**config.mk**
```make
export PLATFORM = sky130hd
export DESIGN_NAME = param_queue_flat
export DESIGN_NICKNAME = d
export VERILOG_FILES = /design/src/rtl/queue_pkg.sv /design/src/rtl/param_queue_if.sv /design/src/rtl/queue_ptr.sv /design/src/rtl/param_queue.sv /design/src/flat_wrapper.sv
export SDC_FILE = /design/constraint.sdc
export NUM_CORES = 1
export LEC_CHECK = 0
export BUFFER_PORTS_ARGS = -buffer_cell sky130_fd_sc_hd__buf_2
export CORE_AREA = 2 2 98 100
export DETAILED_ROUTE_END_ITERATION = 8
export DIE_AREA = 0 0 100 102
export PLACE_DENSITY_LB_ADDON = 0.1
export SETUP_SLACK_MARGIN = 0.05
export SYNTH_ARGS = -nofsm -noshare
export SYNTH_HDL_FRONTEND = slang
export SYNTH_SLANG_ARGS = --single-unit
export TNS_END_PERCENT = 20
```
**constraint.sdc**
```tcl
create_clock -name clock_10 -period 7.98 [get_ports clock_10]
set_input_delay 0.399 -clock clock_10 [delete_from_list [all_inputs] [get_ports clock_10]]
set_output_delay 0.399 -clock clock_10 [all_outputs]
set_load 0.05 [all_outputs]
```
**src/rtl/queue_pkg.sv**
```systemverilog
// Shared defaults and width helpers for the parameterized queue.
package queue_pkg;

   localparam int DEF_DATA_W = 8;
   localparam int DEF_DEPTH  = 8;

   // Pointer width indexes DEPTH entries; length needs one more bit to hold DEPTH itself.
   function automatic int ptr_w(input int depth);
      return (depth > 1) ? $clog2(depth) : 1;
   endfunction

   function automatic int len_w(input int depth);
      return ptr_w(depth) + 1;
   endfunction

endpackage

```
**src/rtl/param_queue_if.sv**
```systemverilog
// Request/status bundle between a queue user and param_queue.
interface param_queue_if #(
   parameter int DATA_W = queue_pkg::DEF_DATA_W,
   parameter int DEPTH  = queue_pkg::DEF_DEPTH
);
   localparam int LEN_W = queue_pkg::len_w(DEPTH);

   // enq_in/deq_in are requests sampled on every rising edge; there is no ready
   // signal, so the user learns acceptance from full/empty/len and the sticky
   // overflow/underflow flags. valid_out pulses for one cycle with each new data_out.
   logic              flush_in;
   logic [DATA_W-1:0] data_in;
   logic              enq_in;
   logic              deq_in;
   logic [DATA_W-1:0] data_out;
   logic              valid_out;
   logic [LEN_W-1:0]  len_out;
   logic              full_out;
   logic              empty_out;
   logic              almost_full_out;
   logic              overflow_out;
   logic              underflow_out;

   modport master (
      output flush_in, data_in, enq_in, deq_in,
      input  data_out, valid_out, len_out, full_out, empty_out,
             almost_full_out, overflow_out, underflow_out
   );

   modport slave (
      input  flush_in, data_in, enq_in, deq_in,
      output data_out, valid_out, len_out, full_out, empty_out,
             almost_full_out, overflow_out, underflow_out
   );

endinterface

```
**src/rtl/queue_ptr.sv**
```systemverilog
// Wrap-around pointer counter; DEPTH is a power of two so natural overflow wraps.
module queue_ptr #(
   parameter int PTR_W = 3
) (
   input  logic             clk,
   input  logic             rst,
   input  logic             i_clear,
   input  logic             i_inc,
   output logic [PTR_W-1:0] o_value
);

   logic [PTR_W-1:0] r_value;

   always_ff @(posedge clk) begin
      if (rst || i_clear) begin
         r_value <= '0;
      end else if (i_inc) begin
         r_value <= r_value + PTR_W'(1);
      end
   end

   assign o_value = r_value;

endmodule

```
**src/rtl/param_queue.sv**
```systemverilog
// Parameterized circular queue with registered read data, occupancy flags and
// sticky overflow/underflow error flags.
module param_queue
   import queue_pkg::*;
#(
   parameter int DATA_W   = DEF_DATA_W,
   parameter int DEPTH    = DEF_DEPTH,
   parameter int AF_LEVEL = DEPTH - 2
) (
   input logic          clock_10,
   input logic          reset,
   param_queue_if.slave bus
);

   localparam int PTR_W = ptr_w(DEPTH);
   localparam int LEN_W = len_w(DEPTH);
   localparam logic [LEN_W-1:0] LEN_FULL = LEN_W'(DEPTH);
   localparam logic [LEN_W-1:0] LEN_AF   = LEN_W'(AF_LEVEL);

   logic [PTR_W-1:0]  w_head;
   logic [PTR_W-1:0]  w_tail;
   logic              w_deq_ok;
   logic              w_enq_ok;
   logic              w_deq_rej;
   logic              w_enq_rej;
   logic [LEN_W-1:0]  w_len_nxt;

   logic [DATA_W-1:0] r_mem [DEPTH];
   logic [DATA_W-1:0] r_data;
   logic              r_valid;
   logic [LEN_W-1:0]  r_len;
   logic              r_full;
   logic              r_empty;
   logic              r_af;
   logic              r_ovf;
   logic              r_unf;

   // A dequeue frees a slot in the same cycle, so a full queue still accepts an enqueue
   // alongside it; an empty queue never passes data_in straight through.
   always_comb begin
      w_deq_ok  = bus.deq_in && (r_len != '0) && !bus.flush_in;
      w_enq_ok  = bus.enq_in && ((r_len != LEN_FULL) || w_deq_ok) && !bus.flush_in;
      w_deq_rej = bus.deq_in && !w_deq_ok && !bus.flush_in;
      w_enq_rej = bus.enq_in && !w_enq_ok && !bus.flush_in;
      w_len_nxt = r_len;
      if (bus.flush_in) begin
         w_len_nxt = '0;
      end else if (w_enq_ok && !w_deq_ok) begin
         w_len_nxt = r_len + LEN_W'(1);
      end else if (w_deq_ok && !w_enq_ok) begin
         w_len_nxt = r_len - LEN_W'(1);
      end
   end

   queue_ptr #(.PTR_W(PTR_W)) u_head (
      .clk     (clock_10),
      .rst     (reset),
      .i_clear (bus.flush_in),
      .i_inc   (w_deq_ok),
      .o_value (w_head)
   );

   queue_ptr #(.PTR_W(PTR_W)) u_tail (
      .clk     (clock_10),
      .rst     (reset),
      .i_clear (bus.flush_in),
      .i_inc   (w_enq_ok),
      .o_value (w_tail)
   );

   // Storage is deliberately left unreset; only entries between head and tail are ever read.
   always_ff @(posedge clock_10) begin
      if (!reset && w_enq_ok) begin
         r_mem[w_tail] <= bus.data_in;
      end
   end

   always_ff @(posedge clock_10) begin
      if (reset) begin
         r_data  <= '0;
         r_valid <= 1'b0;
         r_len   <= '0;
         r_full  <= 1'b0;
         r_empty <= 1'b1;
         r_af    <= 1'b0;
         r_ovf   <= 1'b0;
         r_unf   <= 1'b0;
      end else begin
         r_valid <= w_deq_ok;
         if (w_deq_ok) begin
            r_data <= r_mem[w_head];
         end
         r_len   <= w_len_nxt;
         r_full  <= (w_len_nxt == LEN_FULL);
         r_empty <= (w_len_nxt == '0);
         r_af    <= (w_len_nxt >= LEN_AF);
         if (bus.flush_in) begin
            r_ovf <= 1'b0;
            r_unf <= 1'b0;
         end else begin
            if (w_enq_rej) r_ovf <= 1'b1;
            if (w_deq_rej) r_unf <= 1'b1;
         end
      end
   end

   assign bus.data_out        = r_data;
   assign bus.valid_out       = r_valid;
   assign bus.len_out         = r_len;
   assign bus.full_out        = r_full;
   assign bus.empty_out       = r_empty;
   assign bus.almost_full_out = r_af;
   assign bus.overflow_out    = r_ovf;
   assign bus.underflow_out   = r_unf;

endmodule

```
**src/flat_wrapper.sv**
```systemverilog
// flat-port wrapper written by rule: the top's interface ports become plain ports
module param_queue_flat import queue_pkg::*;
#(
   parameter int DATA_W   = DEF_DATA_W,
   parameter int DEPTH    = DEF_DEPTH,
   parameter int AF_LEVEL = DEPTH - 2
)
  (clock_10, reset, bus_flush_in, bus_data_in, bus_enq_in, bus_deq_in, bus_data_out, bus_valid_out, bus_len_out, bus_full_out, bus_empty_out, bus_almost_full_out, bus_overflow_out, bus_underflow_out);
  param_queue_if #(.DATA_W(DATA_W), .DEPTH(DEPTH)) bus_i ();
  input logic clock_10;
  input logic reset;
  input wire logic [$bits(bus_i.flush_in)-1:0] bus_flush_in;
  input wire logic [$bits(bus_i.data_in)-1:0] bus_data_in;
  input wire logic [$bits(bus_i.enq_in)-1:0] bus_enq_in;
  input wire logic [$bits(bus_i.deq_in)-1:0] bus_deq_in;
  output wire logic [$bits(bus_i.data_out)-1:0] bus_data_out;
  output wire logic [$bits(bus_i.valid_out)-1:0] bus_valid_out;
  output wire logic [$bits(bus_i.len_out)-1:0] bus_len_out;
  output wire logic [$bits(bus_i.full_out)-1:0] bus_full_out;
  output wire logic [$bits(bus_i.empty_out)-1:0] bus_empty_out;
  output wire logic [$bits(bus_i.almost_full_out)-1:0] bus_almost_full_out;
  output wire logic [$bits(bus_i.overflow_out)-1:0] bus_overflow_out;
  output wire logic [$bits(bus_i.underflow_out)-1:0] bus_underflow_out;
  assign bus_i.flush_in = bus_flush_in;
  assign bus_i.data_in = bus_data_in;
  assign bus_i.enq_in = bus_enq_in;
  assign bus_i.deq_in = bus_deq_in;
  assign bus_data_out = bus_i.data_out;
  assign bus_valid_out = bus_i.valid_out;
  assign bus_len_out = bus_i.len_out;
  assign bus_full_out = bus_i.full_out;
  assign bus_empty_out = bus_i.empty_out;
  assign bus_almost_full_out = bus_i.almost_full_out;
  assign bus_overflow_out = bus_i.overflow_out;
  assign bus_underflow_out = bus_i.underflow_out;
  param_queue #(.DATA_W(DATA_W), .DEPTH(DEPTH), .AF_LEVEL(AF_LEVEL)) u_core (.clock_10(clock_10), .reset(reset), .bus(bus_i));
endmodule
```
==> flow_summary.json <==
{
  "slew_violations": 0,
  "drt_first_iter_violations": 87,
  "setup_viol": 0,
  "wl_met1_um": 3603,
  "dieHeight_um": 102,
  "synth_adder_area_share_pct": 1.742,
  "grt_pass1_wl_um": 11130,
  "via_count": 1986,
  "max_freq_mhz": 331.8,
  "maxCapViolCount": 0,
  "cts_tree": "yes",
  "coreArea_sq_um": 9109,
  "synth_top_area_share_pct": 53.50,
  "grt_max_degree": 20,
  "crit_type": "register to register",
  "syn_avg_cell_area_sq_um": 15.69,
  "synth_top_cell_by_area": "edfxtp_1",
  "cp-end-kind": "register",
  "io_pins": 31,
  "worstPathArrival_ps": 2980,
  "r2r_start": "u_core.bus.len_out[0]",
  "grt_antenna_before_repair": 0,
  "wl_met2_um": 3286,
  "hp-class": "input port to register",
  "htree_num_levels": 3,
  "synth.cell_area_sq_um": 3592,
  "ctsHoldBuffers": 0,
  "antenna_left": 0,
  "yosys.area_share.xor_xnor_pct": 1.707,
  "ys.flop_type": "edfxtp_1",
  "status": "finished, final reports clean",
  "syn_inst": 229,
  "synth_cell_type_count": 43,
  "post-place-ws_ps": 4914,
  "postCtsSetupBuffers": 0,
  "firstDrtPassIters": 4,
  "root_buffer": "clkbuf_8",
  "synth-compound-area-share_pct": 6.026,
  "gp_congestion": 0.7662,
  "post-route-period-util_pct": 37.77,
  "yosys.area_share.simple_pct": 8.081,
  "vdd_ir_drop_max_v": 0.0001017,
  "powerDensity_nw_per_um2": 200.9,
  "synth-edff-count": 64,
  "clock_latency_ps": 350,
  "area_delta_synth_final_pct": 13.34,
  "rows": 35,
  "synth_mux_area_share_pct": 13.13,
  "ctsResizeCount": 0,
  "cts_buffers": 9,
  "finalSetupTns_ps": 0,
  "yosysSeqAreaShare_pct": 66.88,
  "dieWidth_um": 100,
  "worst-slew-pin-transition_ps": 1233,
  "finalCriticalPeriod_ps": 3014,
  "diodes": 0,
  "drc": 0,
  "clk_pin_slew_worst_paths_ps": 100,
  "synth_area_leaders": "edfxtp_1 54%, dfxtp_1 13%, mux4_2 10%, mux2i_1 2.8%, nor2_1 2.5%",
  "wire_per_inst_um": 18.78,
  "vias_per_cell": 5.199,
  "port_buffers": 30,
  "ys_seq_elements": 88,
  "skew_ps": 9.744,
  "yosysMostFrequentCell": "edfxtp_1",
  "synth_top_family_by_area": "multiplexers",
  "startpoint_type": "register",
  "synth_nets": 247,
  "grt_pass1_vias": 1964,
  "hold_viol_final": 0,
  "final_nets": 284,
  "ys.warnings.count": 0,
  "relSlewSlack_pct": 17.19,
  "synth-async-reset-ratio_pct": 0,
  "track_usage_pct": 15.21,
  "overflow": 0,
  "cts.sinks": 88,
  "p_leak_nw": 1.369,
  "wl_met3_um": 193,
  "rsz0062_at_grt": "false",
  "setup_slack_ps": 4966,
  "drive_gt1_share_pct": 29.15,
  "min_from": "bus_data_in[1]",
  "wl_um": 7174,
  "start_util_pct": 39.44,
  "worst_ep_required_time_ps": 7940,
  "cp_max_fo": 8,
  "synthTopCellsByCount": "64 x edfxtp_1, 24 x dfxtp_1, 24 x nor2_1, 16 x mux4_2, 10 x mux2i_1",
  "startpoint": "u_core.bus.len_out[0]",
  "clk_path_buf_depth": 2,
  "die_area_sq_um": 10200,
  "dp.final_hpwl_um": 4811,
  "top_layer": "met4"
}
==> placed cells by master, fill, tap and decap left out, types with 2 or more instances in the layout <==
master | Yosys | final
o2111a_1 | 2 | 2
a211oi_1 | 8 | 8
or3_1 | 2 | 2
o21ai_0 | 2 | 2
buf_2 | 4 | 30
mux2i_1 | 10 | 10
a211oi_2 | 2 | 2
nor3_1 | 7 | 7
nand2_1 | 9 | 9
xnor2_1 | 5 | 5
nand2b_1 | 2 | 2
nor2_1 | 24 | 24
dfxtp_1 | 24 | 24
a21oi_1 | 4 | 4
mux4_2 | 16 | 16
ha_1 | 5 | 5
inv_6 | 0 | 2
xor2_1 | 2 | 2
edfxtp_1 | 64 | 64
clkinvlp_4 | 0 | 2
inv_1 | 8 | 8
nor4_2 | 0 | 3
clkbuf_8 | 0 | 9
buf_4 | 1 | 6
==> worst max-delay path, cell delays in order (launching register included) <==
cell      delay, ps
dfxtp_1         440
inv_1           140
ha_1            280
and4bb_4        240
nor2_1          310
nand2_1         200
nor3_1         1010
==> power breakdown <==
group | switching, mW | internal [mW]
logic | 0.0280 | 0.0129
registers | 0.00204 | 0.493
clock network | 0.164 | 0.118
total | 0.194 | 0.624
==> area by class of cell <==
class	count	area (sq um)
Fill cell	818	5037
Sequential cell	88	2402
Multi-Input combinational cell	122	1121
Timing Repair Buffer	36	195.2
Tap cell	111	138.9
Clock buffer	10	127.6
Clock inverter	6	52.55
Inverter	9	33.78
==> final timing paths <==
| check | end | slack (ps) | depth (start not counted) |
|---|---|---|---|
| setup reg to reg | u_core.r_mem[7][4] | 4970 | 6 |
| hold reg to reg | u_core.bus.overflow_out | 480 | 2 |
| hold / removal | u_core.r_mem[5][1] | 320 | 1 |
| setup / recovery | u_core.r_mem[7][4] | 4970 | 6 |
==> registers in the layout (all words and copies together), names as in the netlist <==
name,count
u_core.u_tail.o_value,3
u_core.bus.empty_out,1
u_core.bus.valid_out,1
u_core.bus.data_out,8
u_core.bus.overflow_out,1
u_core.bus.full_out,1
u_core.u_head.o_value,3
u_core.bus.almost_full_out,1
u_core.bus.len_out,4
u_core.r_mem,64
u_core.bus.underflow_out,1
==> stage by stage <==
step | hold slack (ps) | instances | cell area, sq um | utilization, % | total power, mW
2_1_floorplan | 493.9 | 229 | 3592 | - | 0.5298
3_3_place_gp | 482.4 | 366 | 3891 | 42.72 | 0.5464
3_5_place_dp | 469.7 | 366 | 3891 | 42.72 | 0.5463
4_1_cts | 308.5 | 382 | 4071 | 44.70 | 0.8291
5_1_grt | 319.9 | 382 | 4071 | 44.70 | 0.8490
6_report | 320.9 | 382 | 4071 | 44.70 | 0.8177
==> routing by layer <==
metal / track usage, % / vias to the layer above
met5: 0 / -
met4: 6.639 / 0
met3: 2.873 / 7
met2: 23.70 / 37
met1: 21.06 / 987
li1: - / 955
==> cells by family (layout without fill, tap and decap cells) <==
kind of cell / count (synthesis) / in the layout
compound gates: 26 / 26
buf+inv: 19 / 61
simple gates: 57 / 57
xor+xnor: 7 / 7
mux: 27 / 27
fa+ha+maj: 5 / 5
flops: 88 / 88
Note: power is estimated with default switching activity, not from simulation.
